### src/rtl/fht_host_seq.sv
// Frame-level host sequencer for the 4-bank radix-2 FHT core.
// Loads one N-point frame into RAM set A in bit-reversed order, starts the
// core, waits for it to finish and streams the results out in natural order
// through a 2-entry output buffer that absorbs downstream backpressure.
module fht_host_seq #(
  parameter int A_BIT = 8,
  parameter int D_BIT = 16
) (
  input  logic             iCLK,
  input  logic             iRESET,
  input  logic [D_BIT-1:0] iDATA,
  input  logic             iDATA_VALID,
  output logic             oDATA_READY,
  output logic [3:0]       oWE_A,
  output logic [A_BIT-1:0] oADDR_WR,
  output logic [D_BIT-1:0] oDATA_WR,
  output logic [A_BIT-1:0] oADDR_RD,
  output logic             oRD_SET,
  input  logic [D_BIT-1:0] iQ_0,
  input  logic [D_BIT-1:0] iQ_1,
  input  logic [D_BIT-1:0] iQ_2,
  input  logic [D_BIT-1:0] iQ_3,
  output logic             oBANK_OWN,
  output logic             oFHT_START,
  input  logic             iFHT_RDY,
  input  logic             iFHT_SRC,
  output logic [D_BIT-1:0] oDATA,
  output logic             oDATA_VALID,
  input  logic             iDATA_READY,
  output logic             oBUSY
);

  localparam int K = A_BIT + 2;
  localparam logic [K-1:0] LAST = '1;

  typedef enum logic [2:0] {IDLE, LOAD, START, RUN, UNLOAD} state_t;

  state_t           state;
  logic [K-1:0]     k_idx;
  logic [K-1:0]     k_rev;
  logic [K-1:0]     o_idx;
  logic [K-1:0]     rd_idx;
  logic             rd_done;
  logic             seen_low;
  logic             load_hs;
  logic             pop;
  logic             issue;
  logic [1:0]       occ;
  logic [1:0]       occ_room;
  logic             vld_p1;
  logic [1:0]       bank_p1;
  logic [D_BIT-1:0] q_p1;
  logic [D_BIT-1:0] buf_head;
  logic [D_BIT-1:0] buf_tail;

  function automatic logic [K-1:0] bitrev(input logic [K-1:0] v);
    logic [K-1:0] r;
    for (int i = 0; i < K; i++) r[i] = v[K-1-i];
    return r;
  endfunction

  assign load_hs     = oDATA_READY & iDATA_VALID;
  assign k_rev       = bitrev(k_idx);
  assign oADDR_RD    = rd_idx[K-1:2];
  assign oDATA       = buf_head;
  assign oDATA_VALID = (occ != 2'd0);
  assign pop         = oDATA_VALID & iDATA_READY;

  // A read may issue only if the slot it will occupy is guaranteed free,
  // counting the entry leaving the buffer this cycle.
  assign occ_room = (occ - {1'b0, pop}) + {1'b0, vld_p1};
  assign issue    = (state == UNLOAD) & ~rd_done & (occ_room < 2'd2);

  // Frame sequencing FSM with registered handshake/ownership outputs.
  always_ff @(posedge iCLK or negedge iRESET) begin
    if (!iRESET) begin
      state       <= IDLE;
      oDATA_READY <= 1'b0;
      oFHT_START  <= 1'b0;
      oBANK_OWN   <= 1'b0;
      oBUSY       <= 1'b0;
      oRD_SET     <= 1'b0;
      seen_low    <= 1'b0;
      k_idx       <= '0;
      o_idx       <= '0;
    end else begin
      case (state)
        IDLE: begin
          state       <= LOAD;
          oDATA_READY <= 1'b1;
          oBUSY       <= 1'b1;
        end
        LOAD: begin
          if (load_hs) begin
            if (k_idx == LAST) begin
              state       <= START;
              oDATA_READY <= 1'b0;
              oFHT_START  <= 1'b1;
              oBANK_OWN   <= 1'b1;
              k_idx       <= '0;
            end else begin
              k_idx <= k_idx + 1'b1;
            end
          end
        end
        START: begin
          oFHT_START <= 1'b0;
          seen_low   <= 1'b0;
          state      <= RUN;
        end
        RUN: begin
          // rdy may still be high right after start; only a low-then-high
          // sequence marks completion.
          if (!iFHT_RDY) begin
            seen_low <= 1'b1;
          end else if (seen_low) begin
            oRD_SET   <= iFHT_SRC;
            oBANK_OWN <= 1'b0;
            state     <= UNLOAD;
          end
        end
        UNLOAD: begin
          if (pop) begin
            if (o_idx == LAST) begin
              state <= IDLE;
              oBUSY <= 1'b0;
              o_idx <= '0;
            end else begin
              o_idx <= o_idx + 1'b1;
            end
          end
        end
        default: state <= IDLE;
      endcase
    end
  end

  // Write port: strobe, address and data registered one cycle after a handshake.
  always_ff @(posedge iCLK or negedge iRESET) begin
    if (!iRESET) begin
      oWE_A    <= 4'd0;
      oADDR_WR <= '0;
      oDATA_WR <= '0;
    end else if (load_hs) begin
      oWE_A    <= 4'd1 << k_rev[1:0];
      oADDR_WR <= k_rev[K-1:2];
      oDATA_WR <= iDATA;
    end else begin
      oWE_A <= 4'd0;
    end
  end

  // Read issue control: natural-order index and one-deep in-flight flag.
  always_ff @(posedge iCLK or negedge iRESET) begin
    if (!iRESET) begin
      rd_idx  <= '0;
      rd_done <= 1'b0;
      vld_p1  <= 1'b0;
    end else begin
      vld_p1 <= issue;
      if (issue) begin
        rd_idx <= rd_idx + 1'b1;
        if (rd_idx == LAST) rd_done <= 1'b1;
      end else if (state != UNLOAD) begin
        rd_done <= 1'b0;
      end
    end
  end

  // Stage p1: bank select travels with the read to match RAM latency.
  always_ff @(posedge iCLK) begin
    if (issue) bank_p1 <= rd_idx[1:0];
  end

  // Pick the returning bank word.
  always_comb begin
    q_p1 = iQ_0;
    case (bank_p1)
      2'd0: q_p1 = iQ_0;
      2'd1: q_p1 = iQ_1;
      2'd2: q_p1 = iQ_2;
      default: q_p1 = iQ_3;
    endcase
  end

  // Two-entry FIFO output buffer; head drives oDATA.
  always_ff @(posedge iCLK or negedge iRESET) begin
    if (!iRESET) begin
      occ      <= 2'd0;
      buf_head <= '0;
      buf_tail <= '0;
    end else begin
      case ({vld_p1, pop})
        2'b10: begin
          if (occ == 2'd0) buf_head <= q_p1;
          else             buf_tail <= q_p1;
          occ <= occ + 2'd1;
        end
        2'b01: begin
          buf_head <= buf_tail;
          occ      <= occ - 2'd1;
        end
        2'b11: begin
          if (occ == 2'd1) begin
            buf_head <= q_p1;
          end else begin
            buf_head <= buf_tail;
            buf_tail <= q_p1;
          end
        end
        default: ;
      endcase
    end
  end

endmodule

### config.mk
export PLATFORM = sky130hd
export DESIGN_NAME = fht_host_seq
export DESIGN_NICKNAME = d
export VERILOG_FILES = /design/src/rtl/fht_host_seq.sv
export SDC_FILE = /design/constraint.sdc
export NUM_CORES = 1
export LEC_CHECK = 0
export ABC_CLOCK_PERIOD_IN_PS = 6650
export CAP_MARGIN = 20
export CORE_AREA = 2 2 103 105
export DETAILED_ROUTE_END_ITERATION = 8
export DIE_AREA = 0 0 105 107
export GPL_TIMING_DRIVEN = 0
export PLACE_DENSITY = 0.88
export SYNTH_ARGS = -nofsm -noshare
export SYNTH_HDL_FRONTEND = slang
export SYNTH_SLANG_ARGS = --single-unit
### constraint.sdc
create_clock -name iCLK -period 6.65 [get_ports iCLK]
set_input_delay 0.9975 -clock iCLK [delete_from_list [all_inputs] [get_ports iCLK]]
set_output_delay 0.9975 -clock iCLK [all_outputs]
set_load 0.1 [all_outputs]
==> results.md <==
Logic synthesis:
- The net count after synthesis is 495.
- The share of the Yosys chip area taken by registers is 53.0%.
- After synthesis the netlist holds a flip-flop and latch count of about 110.
- The post-synthesis instance area is roughly 0.005 mm².
- In this run, distinct cell masters in the synthesized netlist total 48.
- Counting flops with an async set or reset pin after synthesis yields a share of 98.1%.
- During synthesis, Yosys emitted a total of 0 warnings.
- The instance count of the mapped netlist is 400.
- The mean cell area of the mapped netlist is 12.4 µm².
- The number of flops mapped to enable cells by yosys is 2.
- In the synthesized netlist the dominant register cell turns out to be dfrtp_1.

Die:
- In this run the horizontal extent of the chip is 105 µm.
- Once the floorplan was initialized, standard cells occupied 49.3% of the core.
- The floorplan step set the die height to 107 µm.
- The total I/O pin count is 144.
- The die covers 0.0112 mm².
- The number of rows created at floorplan is 37.
- The area of the core is 0.0101 mm².

Critical path:
- Walking the worst path, the cells encountered are inv_1 > ha_1 > inv_1 > clkdlybuf4s50_1.
- The critical path's largest stage delay is 1.17 ns.
- Along the worst path, the maximum fanout reaches 4.
- The critical path is of the register to primary output type.
- The cell family contributing the most delay on the critical path is buffers and inverters.
- The buffer and inverter count on the worst path is 3.
- Data arrives at the worst endpoint at 2.35 ns.
- STA classifies the critical path endpoint as a primary output.
- Counting stages on the worst path, the most repeated cell is inv_1.
- The type of element launching the critical path is a register.
- The cell with the biggest individual delay on the critical path is clkdlybuf4s50_1.
- The required arrival time at the worst endpoint is 5.65 ns.

CTS:
- Clock-pin slew was measured on the worst setup and hold paths at 0.11 ns.
- The sink count of the clock tree is 105.
- The number of gates resized after CTS was 0.
- The number of CTS-inserted buffers is 9.
- The maximum buffer depth of the clock tree is 2.
- The clock root buffer is clkbuf_8.
- The source-to-sink clock delay at the later pin of the worst-skew pair is 0.37 ns.
- The CTS tree is built.
- The post-CTS setup buffer count is 0.
- The post-cts hold buffer count is 0.
- The number of levels in the clock H-tree is 3.

Flow run:
- The count of maximum capacitance violations is 0.

Global routing:
- The global route total overflow is 0.
- The via count of the first global-routing pass is 4,008.
- Entering global routing, the biggest net connects 60 pins.
- The global-route wire length before repair is 19,300 µm.
- The initial antenna violation count is 0.
- Global routing used around 21% of the available tracks.

STA:
- The max-slew violation count is 0.
- The hold violation total from the final report was 0.
- Setup repair after global routing left no endpoint under its margin.
- The portion of the clock cycle consumed by the worst path in the final layout is 50.4%.
- For the final routed database, the setup TNS stands at 0 ns.
- The final-layout worst hold slack is roughly 0.48 ns.
- The maximum clock frequency is 0.298 GHz.
- The routed design could run at a clock period as short as 3.35 ns.
- The final number of setup-violating endpoints is 0.
- Clock skew on the completed layout was measured at 0.0122 ns.
- Measured against its own limit, the worst slew margin works out to 31.8%.
- The transition time at the pin with the least slew margin is 1.02 ns.

Detailed routing:
- Dividing the detail-routed wire length by the instance count gives 16.8 µm.
- The average vias per placed instance is ~5.4.
- The count of antenna-violating nets left after detailed routing is 0.
- The length of the first detailed-routing pass in iterations is 4.
- For this block, the routed nets add up to 11,700 µm of wire.
- The number of remaining DRC errors is 0.
- The via count is 3,773.
- The initial detailed-routing violation count is between 100 and 150.

Finish:
- From synthesis to final layout, the design area changed by 36.8%.
- The final layout contains 650 nets.
- The fraction of layout instances using a drive strength above 1 is roughly 19%.
- Leaving out fill and tap cells, the most frequent cell in the layout is clkdlybuf4s50_1.
- The number of diodes added for antenna fixing is 0.
- In the layout the commonest cells are clkdlybuf4s50_1 (142), dfrtp_1 (103), mux2_2 (41), nor2_1 (24), a21oi_1 (23).

Power:
- Sequential cells burn ~35% of the power.
- Per report_power, the combinational group accounts for 49.3% of the total.
- The standby leakage power is slightly below 3 nW.
- The internal power of the cells totals 0.00123 W.
- The clock network is responsible for 16.3% of the overall power.
- Summed over all nets, the switching power comes to 0.00121 W.
- In this run switching power makes up 49.7% of total power.
- Power spread over the standard cell area amounts to around 360 mW/mm².
- The worst-case IR drop observed on VDD is 0.247 mV.

Place:
- The weighted congestion at the end of routability-driven global placement is 0.822.
- The HPWL after detailed placement is 8970 µm.
- During placement, the flow inserted port buffers numbering approximately 140.

Min path:
- The class of the worst hold path is register to register.

Run status:
- The flow ran to the end, and the final reports show no timing, DRC or antenna violations.
==> power groups by stage <==
| stage | Combinational (W) | Sequential (W) | Clock (W) |
|---|---|---|---|
| floorplan | 0.000278 | 0.00144 | 0 |
| global placement | 0.00117 | 0.000845 | 0 |
| detailed placement | 0.00120 | 0.000852 | 0 |
| CTS | 0.00120 | 0.000839 | 0.000406 |
| global route | 0.00125 | 0.000855 | 0.000435 |
| finish | 0.00120 | 0.000840 | 0.000397 |
==> kinds of logic (layout without fill, tap and decap cells) <==
group,count (synthesis),in the layout,synth area share [%]
adders and majority gates,9,9,2.26
xor gates and xnor gates,21,21,3.85
DFF,105,105,53.0
buffers and inverters,32,192,3.65
muxes,60,60,17.2
and+or+nand+nor,106,106,11.7
AOI/OAI and AO/OA,67,67,8.25
==> worst paths after layout <==
| check | from | endpoint | slack [ns] | cells after the start |
|---|---|---|---|---|
| max | occ[0] | oDATA_VALID | 3.30 | 4 |
| min | o_idx[5] | o_idx[5] | 0.48 | 1 |
| max reg2reg | occ[0] | buf_tail[6] | 3.80 | 10 |
| min reg2reg | o_idx[5] | o_idx[5] | 0.48 | 1 |
| max in group asynchronous | iRESET | o_idx[2] | 5.32 | 2 |
| min in group asynchronous | iRESET | oDATA_WR[3] | 0.62 | 1 |
==> flip-flops by register name, indices dropped and copies added (netlist names), 4 cells and up <==
name,cells
k_idx,10
oDATA,16
rd_idx,10
oADDR_WR,8
buf_tail,16
oDATA_WR,16
oWE_A,4
o_idx,10
==> cell usage after synthesis (2+ instances only) <==
master,number,area share (%)
dfrtp_1,103,52
mux2_2,41,9.3
nor2_1,24,1.8
a21oi_1,23,2.3
nand2_1,22,1.7
xnor2_1,17,3.0
a22oi_1,16,2.4
mux4_2,16,7.2
nand3_1,15,1.5
o21ai_0,13,1.3
and3_1,10,1.3
buf_2,10,1.0
buf_4,9,1.4
ha_1,9,2.3
inv_1,8,0.60
nand4_1,8,1.0
and4_1,4,0.70
o31ai_1,4,0.60
a21o_1,3,0.45
clkbuf_1,3,0.23
nor3_1,3,0.30
nor3b_1,3,0.45
xor2_1,3,0.53
a31oi_1,2,0.25
and2_1,2,0.25
buf_6,2,0.45
edfxtp_1,2,1.2
mux2i_1,2,0.40
nand2b_1,2,0.25
nand3b_1,2,0.30
nor2b_1,2,0.25
==> per-layer routing <==
metal  up-vias  track usage [%]  part of all wire [%]
met5         -                0                     0
met4         0             7.81                   2.0
met3        16             4.68                   5.3
met2       142             37.6                    52
met1      1847             26.2                    41
li1       1768                -                     -
==> stage by stage <==
| stage | cell area (µm²) | utilization, % | std cells | total power [W] | setup slack, ns |
|---|---|---|---|---|---|
| floorplan | 4970 | - | 400 | 0.00172 | 3.93 |
| global placement | 6570 | 65.1 | 679 | 0.00202 | 0.908 |
| detailed placement | 6600 | 65.4 | 680 | 0.00205 | 3.05 |
| CTS | 6800 | 67.4 | 696 | 0.00245 | 3.30 |
| global route | 6800 | 67.4 | 696 | 0.00254 | 3.23 |
| finish | 6800 | 67.4 | 696 | 0.00244 | 3.30 |
==> final cells by class <==
type | count | area [µm²]
fill | 766 | 3290
sequential | 105 | 2640
multi-input combinational | 263 | 2150
timing repair buffer | 144 | 1460
tap | 136 | 170
buffer | 24 | 151
clock buffer | 9 | 124
clock inverter | 7 | 81.3
inverter | 8 | 30.0
==> worst register-to-register path, cell delays in order, from the launching register on <==
cell	delay, ns
dfrtp_1	0.43
inv_1	0.07
ha_1	0.24
nor2b_1	0.38
inv_1	0.23
ha_1	0.25
nand2_1	0.07
o21ai_0	0.10
a21oi_2	0.35
buf_4	0.28
mux2_2	0.35
Power figures use the tool's default switching activity.
